===== src/rtl/mont_domain_exit_if.sv =====
// rtl/mont_domain_exit_if.sv - operand/result handshake bundle for the Montgomery domain converter
interface mont_domain_exit_if #(
    parameter int W = 17
);
    logic         in_valid;
    logic         in_ready;
    logic [W-1:0] in_a;
    logic [W-1:0] in_q;
    logic         out_valid;
    logic         out_ready;
    logic [W-1:0] out_c;
    logic         busy;

    modport master (
        output in_valid, in_a, in_q, out_ready,
        input  in_ready, out_valid, out_c, busy
    );

    modport slave (
        input  in_valid, in_a, in_q, out_ready,
        output in_ready, out_valid, out_c, busy
    );
endinterface


===== src/rtl/mont_domain_exit.sv =====
// rtl/mont_domain_exit.sv - iterative radix-2 Montgomery reducer, out_c = in_a * 2^-K mod Q
// Optional MONT_DOMAIN_ENTRY_EN adds a to_mont port selecting out_c = in_a * 2^K mod Q.
module mont_domain_exit #(
    parameter int W = 17,
    parameter int K = 13
) (
    input  logic              clk,
    input  logic              reset,
`ifdef MONT_DOMAIN_ENTRY_EN
    input  logic              to_mont,
`endif
    mont_domain_exit_if.slave bus
);
    localparam int CW = $clog2(K + 1);

    typedef enum logic [1:0] {IDLE, ITER, FIX, DONE} state_t;

    state_t         state, state_n;
    logic [W:0]     t, t_n, t_iter;
    logic [W-1:0]   q_r, q_n;
    logic [CW-1:0]  cnt, cnt_n;
    logic [W-1:0]   out_c_r, out_c_n;
    logic           out_valid_r, out_valid_n;
    logic [W:0]     q_ext, exit_sum, exit_t, fix_diff;

    assign q_ext    = {1'b0, q_r};
    // t < Q < 2^W keeps the W+1 bit sum from overflowing
    assign exit_sum = t + q_ext;
    assign exit_t   = t[0] ? (exit_sum >> 1) : (t >> 1);
    assign fix_diff = t - q_ext;

`ifdef MONT_DOMAIN_ENTRY_EN
    logic       mode_r, mode_n;
    logic [W:0] dbl, entry_t;

    assign dbl     = {t[W-1:0], 1'b0};
    assign entry_t = (dbl >= q_ext) ? (dbl - q_ext) : dbl;
    assign t_iter  = mode_r ? entry_t : exit_t;
`else
    assign t_iter  = exit_t;
`endif

    always_comb begin
        state_n     = state;
        t_n         = t;
        q_n         = q_r;
        cnt_n       = cnt;
        out_c_n     = out_c_r;
        out_valid_n = out_valid_r;
`ifdef MONT_DOMAIN_ENTRY_EN
        mode_n      = mode_r;
`endif
        case (state)
            IDLE: begin
                if (bus.in_valid) begin
                    t_n     = {1'b0, bus.in_a};
                    q_n     = bus.in_q;
                    cnt_n   = '0;
                    state_n = ITER;
`ifdef MONT_DOMAIN_ENTRY_EN
                    mode_n  = to_mont;
`endif
                end
            end
            ITER: begin
                t_n   = t_iter;
                cnt_n = cnt + CW'(1);
                if (cnt == CW'(K - 1)) begin
                    state_n = FIX;
                end
            end
            FIX: begin
                out_c_n     = (t >= q_ext) ? fix_diff[W-1:0] : t[W-1:0];
                out_valid_n = 1'b1;
                state_n     = DONE;
            end
            DONE: begin
                if (bus.out_ready) begin
                    out_valid_n = 1'b0;
                    state_n     = IDLE;
                end
            end
            default: state_n = IDLE;
        endcase
    end

    always_ff @(posedge clk or negedge reset) begin
        if (!reset) begin
            state       <= IDLE;
            t           <= '0;
            q_r         <= '0;
            cnt         <= '0;
            out_c_r     <= '0;
            out_valid_r <= 1'b0;
`ifdef MONT_DOMAIN_ENTRY_EN
            mode_r      <= 1'b0;
`endif
        end else begin
            state       <= state_n;
            t           <= t_n;
            q_r         <= q_n;
            cnt         <= cnt_n;
            out_c_r     <= out_c_n;
            out_valid_r <= out_valid_n;
`ifdef MONT_DOMAIN_ENTRY_EN
            mode_r      <= mode_n;
`endif
        end
    end

    assign bus.in_ready  = (state == IDLE);
    assign bus.busy      = (state != IDLE);
    assign bus.out_valid = out_valid_r;
    assign bus.out_c     = out_c_r;
endmodule

===== src/flat_wrapper.sv =====
// flat-port wrapper written by rule: the top's interface ports become plain ports
module mont_domain_exit_flat 
#(
    parameter int W = 17,
    parameter int K = 13
)
  (clk, reset, bus_in_valid, bus_in_a, bus_in_q, bus_out_ready, bus_in_ready, bus_out_valid, bus_out_c, bus_busy);
  mont_domain_exit_if #(.W(W)) bus_i ();
  input  logic clk;
  input  logic reset;
  input wire logic [$bits(bus_i.in_valid)-1:0] bus_in_valid;
  input wire logic [$bits(bus_i.in_a)-1:0] bus_in_a;
  input wire logic [$bits(bus_i.in_q)-1:0] bus_in_q;
  input wire logic [$bits(bus_i.out_ready)-1:0] bus_out_ready;
  output wire logic [$bits(bus_i.in_ready)-1:0] bus_in_ready;
  output wire logic [$bits(bus_i.out_valid)-1:0] bus_out_valid;
  output wire logic [$bits(bus_i.out_c)-1:0] bus_out_c;
  output wire logic [$bits(bus_i.busy)-1:0] bus_busy;
  assign bus_i.in_valid = bus_in_valid;
  assign bus_i.in_a = bus_in_a;
  assign bus_i.in_q = bus_in_q;
  assign bus_i.out_ready = bus_out_ready;
  assign bus_in_ready = bus_i.in_ready;
  assign bus_out_valid = bus_i.out_valid;
  assign bus_out_c = bus_i.out_c;
  assign bus_busy = bus_i.busy;
  mont_domain_exit #(.W(W), .K(K)) u_core (.clk(clk), .reset(reset), .bus(bus_i));
endmodule

===== config.mk =====
export PLATFORM = sky130hd
export DESIGN_NAME = mont_domain_exit_flat
export DESIGN_NICKNAME = d
export VERILOG_FILES = /design/src/rtl/mont_domain_exit_if.sv /design/src/rtl/mont_domain_exit.sv /design/src/flat_wrapper.sv
export SDC_FILE = /design/constraint.sdc
export NUM_CORES = 1
export LEC_CHECK = 0
export ABC_AREA = 1
export CORE_AREA = 2 2 124 126
export CTS_CLUSTER_SIZE = 20
export DETAILED_ROUTE_END_ITERATION = 16
export DIE_AREA = 0 0 126 128
export RECOVER_POWER = 100
export SYNTH_ARGS = -nofsm -noshare
export SYNTH_HDL_FRONTEND = slang
export SYNTH_SLANG_ARGS = --single-unit

===== constraint.sdc =====
create_clock -name clk -period 3.9 [get_ports clk]
set_input_delay 0.585 -clock clk [delete_from_list [all_inputs] [get_ports clk]]
set_output_delay 0.585 -clock clk [all_outputs]
set_load 0.01 [all_outputs]

Word level (Yosys, flattened, before mapping)
Index checks and enable logic that the tools add are counted.
{"block": "op_classes", "n_reduce_logical": 8, "bitwise_logic": 0, "order_cmp": 1, "n_shift": 0, "addsub": 3, "n_mux": 12, "n_mul": 0, "n_eq_ne": 7, "n_div": 0}
{"op": "18-bit case mux with 2 select lines", "count": 1}
{"op": "17-bit 2-to-1 mux", "count": 2}
{"op": "18-bit by 17-bit adder with 18-bit output", "count": 1}
{"op": "18-bit by 17-bit >= comparator with 1-bit output", "count": 1}
{"op": "18-bit 2-to-1 mux", "count": 1}
{"op": "17-bit subtractor", "count": 1}
{"op": "2-bit case mux with 4 select lines", "count": 1}
{"op": "4-bit case mux with 2 select lines", "count": 1}
{"op": "2-bit 2-to-1 mux", "count": 3}
{"op": "2-bit AND reduction", "count": 3}
{"op": "2-bit nonzero test", "count": 3}
{"op": "4-bit by 1-bit adder with 4-bit output, second input constant", "count": 1}
{"op": "2-bit equality test, second input constant", "count": 2}
{"op": "4-bit equality test, second input constant", "count": 1}
{"op": "4-bit 2-to-1 mux", "count": 1}
{"op": "2-bit != test, second input constant", "count": 2}
{"op": "3-bit AND reduction", "count": 1}
{"op": "2-bit by 1-bit equality test with 1-bit output, second input constant", "count": 1}
{"op": "2-bit logical NOT", "count": 1}
{"op": "2-bit by 1-bit != test with 1-bit output, second input constant", "count": 1}
{"op": "1-bit case mux with 2 select lines", "count": 1}
{"op": "1-bit 2-to-1 mux", "count": 1}
{"block": "totals", "latch_bits": 0, "in_bits": 38, "romBits": 0, "ff_bits": 59, "mem_bits_rw": 0, "n_memories": 0}

Logic depth before layout (Yosys ltp)
{"block": "depth", "depth_word": 3, "depth_mapped": 16}

Worst setup path before layout
Ideal clock, no wire load.
{"block": "synth_path", "path_kind": "flip-flop to flip-flop", "start": "register u_core.t[0]", "end": "register u_core.out_c_r[12] (netlist: u_core.bus.out_c[12])", "path_buffers": 1, "path_stages_with_launch": 17, "setup_slack_ps": 1803, "period_less_slack_ps": 2097, "t_arrival_ps": 1979, "cell_sequence": "dfrtp_1 inv_1 clkbuf_1 ha_1 fa_1 inv_1 nand2_1 nand2_1 nand3_1 nand2_1 nand2_1 nand2_1 nand2_1 nand2_1 nand2_1 nand3_1 nand2_1"}
{"block": "synth_via", "elab_chain_cells": 2, "elab_cells_between_ends": 3, "cone_classes": "add/sub (1); order compare (1); mux (1)"}
{"element": "start: declaration", "line_no": "mont_domain_exit.sv:19", "text": "logic [W:0] t, t_n, t_iter;"}
{"element": "start signal: assignment", "line_no": "mont_domain_exit.sv:100", "text": "t <= t_n;"}
{"element": "17-bit subtractor or 18-bit by 17-bit >= comparator with 1-bit output (tied branches)", "line_no": "mont_domain_exit.sv:30, mont_domain_exit.sv:73"}
{"element": "17-bit 2-to-1 mux *", "line_no": "mont_domain_exit.sv:73", "text": "out_c_n = (t >= q_ext) ? fix_diff[W-1:0] : t[W-1:0];"}
{"element": "end signal: assignment", "line_no": "mont_domain_exit.sv:103", "text": "out_c_r <= out_c_n;"}
{"element": "end: declaration", "line_no": "mont_domain_exit.sv:22", "text": "logic [W-1:0] out_c_r, out_c_n;"}
Mark *: on every way between the ends. The rest lies on a longest branch, timed or not.
A chain may end at the register's enable or synchronous reset.

Final worst setup path
{"block": "layout_path", "start": "register u_core.t[0]", "end": "register u_core.out_c_r[7] (netlist: u_core.bus.out_c[7])"}
Same word-level chain as after synthesis.

==> impl_metrics.env <==
export IMPL_rsz0062_at_grt="no"
export IMPL_cp_arrival_ns=3.15
export IMPL_synth_fa_ha_area_share_pct=10.7
export IMPL_outcome="complete, but fails checks"
export IMPL_synth_top_family_by_area="simple AND/OR/NAND/NOR gates"
export IMPL_port_buffer_count=57
export IMPL_cts_resized=0
export IMPL_finClkSkew_ns=0.00479
export IMPL_syn_nets=855
export IMPL_max_slew_margin_pct=-39.2
export IMPL_final_max_slew_violation_count=59
export IMPL_regArea_um2=1450
export IMPL_synth_xor_area_share_pct=2.08
export IMPL_routed_via_count=4949
export IMPL_worst_slew_pin_slew_ns=2.09
export IMPL_finalSetupViolCount=0
export IMPL_dieArea_um2=16100
export IMPL_synth_top_cell_area_share_pct=28.8
export IMPL_grt_max_degree=39
export IMPL_cts_max_level=3
export IMPL_antenna_cells=0
export IMPL_hold_path_class="flop to flop"
export IMPL_io_pins=58
export IMPL_cts_setup_buffers=0
export IMPL_synthMuxAreaShare_pct=0.223
export IMPL_cts_root_buffer="clkbuf_16"
export IMPL_synth_compound_gate_area_share_pct=10.8
export IMPL_worstPathRequired_ns=4.18
export IMPL_cts_buffers=9
export IMPL_antenna_found_initial=0
export IMPL_grt_pass1_vias=4891
export IMPL_yosys_cell_types_count=40
export IMPL_synthesis_area_um2=5040
export IMPL_grt_pass1_wl_mm=25.1
export IMPL_ant_nets=0
export IMPL_core_area_um2=14900
export IMPL_insertion_delay_ns=0.34
export IMPL_fin_nets=905
export IMPL_cts_buffer_depth=2
export IMPL_fill_cells=1670
export IMPL_violations="capacitance limit, slew limit"
export IMPL_synth_avg_cell_area_um2=6.51
export IMPL_start_kind="flop"
export IMPL_cts_sinks=58
export IMPL_area_delta_synth_final_pct=19.5
export IMPL_criticalPathCategory="flop to flop"
export IMPL_crit_fanout=17
export IMPL_ys_ff_latch=58
export IMPL_cp_end_kind="flop"
export IMPL_via_per_inst=4.86
export IMPL_finalSetupTns_ns=0
export IMPL_fin_crit_sh_pct=73.7
export IMPL_maxCapViolations=2
export IMPL_place_ws_ns=0.969
export IMPL_drc=0
export IMPL_cts_tree="done"
export IMPL_std_cell_rows=45
export IMPL_grt_total_usage_pct=19.9
export IMPL_fin_ws_ns=1.03
export IMPL_yosys_area_share_simple_pct=34.3
export IMPL_ctsHoldBuffers=0
export IMPL_drive_gt1_share_pct=5.18
export IMPL_synth_top_area_cell="dfrtp_1"
export IMPL_hold_violations=0
export IMPL_die_y_um=128
export IMPL_fmax_ghz=0.348
export IMPL_synth_area_leaders="dfrtp_1, nand2_1, ha_1, inv_1, nand3_1"
export IMPL_wl_mm=15.1
export IMPL_ys_warn_count=0
export IMPL_hpwl_mm=11.6
export IMPL_fin_crit_ns=2.87
export IMPL_multiInputGateArea_um2=2920
export IMPL_overflow=0
export IMPL_final_util_pct=40.6
export IMPL_ys_seq_area_share_pct=28.8
export IMPL_dieWidth_um=126
export IMPL_wire_per_inst_um=14.9
export IMPL_globalplace_congestion=0.916
export IMPL_first_pass_iters=5
export IMPL_drtIter0Drc=380
export IMPL_start_util_pct=33.9
export IMPL_synth_cells=775
export IMPL_clk_pin_slew_ns=0.06
[metal layers]
| metal | share of wire, % | GRT usage, % |
|---|---|---|
| met1 | 44 | 25.5 |
| met3 | 5.7 | 4.88 |
| met2 | 47 | 32.7 |
| met5 | 0 | 0 |
| met4 | 2.6 | 6.92 |
[cells in the mapped netlist]
master       n
o22ai_1      1
mux2_2       1
dfrtp_1     58
a21oi_1     57
o2bb2ai_1    1
o21a_1       1
ha_1        40
nor3b_1      1
buf_4        4
nand3_1     69
clkinv_1     1
o211ai_1     2
nor2_1      47
a22o_1       1
nor3_1       9
and3_1       1
a21oi_4      1
nor2_4       1
nor2_2       3
xnor2_1      1
nand4_4      1
buf_12       1
xor2_1      11
inv_1      133
o21ai_2      2
nand3b_1     2
o221ai_1     1
and2_1       1
o21bai_1     2
nand4_1      4
a211oi_1     1
buf_2        5
nand2_1    249
inv_2        1
clkbuf_1     9
nand3_2      4
o21ai_0     30
buf_6        4
fa_1         2
nand2_2     12
[flip-flops by register name, indices dropped and copies added (netlist names)]
signal                cells
u_core.bus.out_valid      1
u_core.bus.out_c         17
u_core.state              2
u_core.q_r               17
u_core.cnt                4
u_core.t                 17
[worst paths after layout]
check                      cells past startpoint                    to  slack [ns]                  from
setup / recovery                              10   u_core.bus.out_c[7]        1.03           u_core.t[0]
hold / removal                                 2  u_core.bus.out_c[13]        0.47  u_core.bus.out_c[13]
setup reg to reg                              10   u_core.bus.out_c[7]        1.03           u_core.t[0]
hold reg to reg                                2  u_core.bus.out_c[13]        0.47  u_core.bus.out_c[13]
max in group asynchronous                      2           u_core.t[7]        1.80                 reset
min in group asynchronous                      1  u_core.bus.out_c[13]        0.84                 reset
[cell usage in the layout (no fill, tap or decap), types with 2 or more instances in the layout]
master	instances
clkbuf_1	2
nor2_2	3
nand3b_1	2
clkdlybuf4s50_1	36
clkinv_2	2
nor3_1	9
a21oi_1	57
nor2_1	47
nand2_2	12
o21bai_1	2
o21ai_0	30
nand2_1	249
bufinv_16	2
ha_1	40
nand3_1	71
nand4_1	4
fa_1	2
inv_1	133
nand3_2	2
o211ai_1	2
dlygate4sd3_1	20
clkbuf_16	9
clkinvlp_4	2
buf_4	4
xor2_1	11
dfrtp_1	58
[through the flow]
step,hold WS (ns),cells,instance area (µm²)
finish,0.473,1018,6030
global route,0.501,1018,6030
CTS,0.387,1018,6050
detailed placement,0.470,1002,5730
global placement,0.468,1002,5730
floorplan,0.289,775,5040
[cells by family (layout without fill, tap and decap cells)]
| family | after synthesis | after routing |
|---|---|---|
| buf+inv | 158 | 213 |
| compound gates | 100 | 100 |
| fa+ha+maj | 42 | 42 |
| xor+xnor | 12 | 12 |
| mux | 1 | 1 |
| simple gates | 404 | 404 |
| flops | 58 | 58 |
[final cells by class]
| cell class | instances | area share (%) |
|---|---|---|
| Tap cell | 188 | 3.90 |
| Timing Repair Buffer | 62 | 9.92 |
| Clock inverter | 7 | 1.56 |
| Sequential cell | 58 | 24.1 |
| Inverter | 135 | 8.41 |
| Clock buffer | 9 | 3.74 |
| Multi-Input combinational cell | 559 | 48.4 |
[critical path, stage by stage, from the launching register on]
cell and delay (ns):
dfrtp_1 0.75, inv_1 0.14, ha_1 0.24, fa_1 0.38, inv_1 0.14, nand3_1 0.10, nand3_1 0.13, nand3_1 0.47
nand3_1 0.26, nand3_1 0.11, nand2_1 0.08
Power is not shown: default switching activity piles up to over one toggle a cycle in this logic, so the estimate is an artifact.
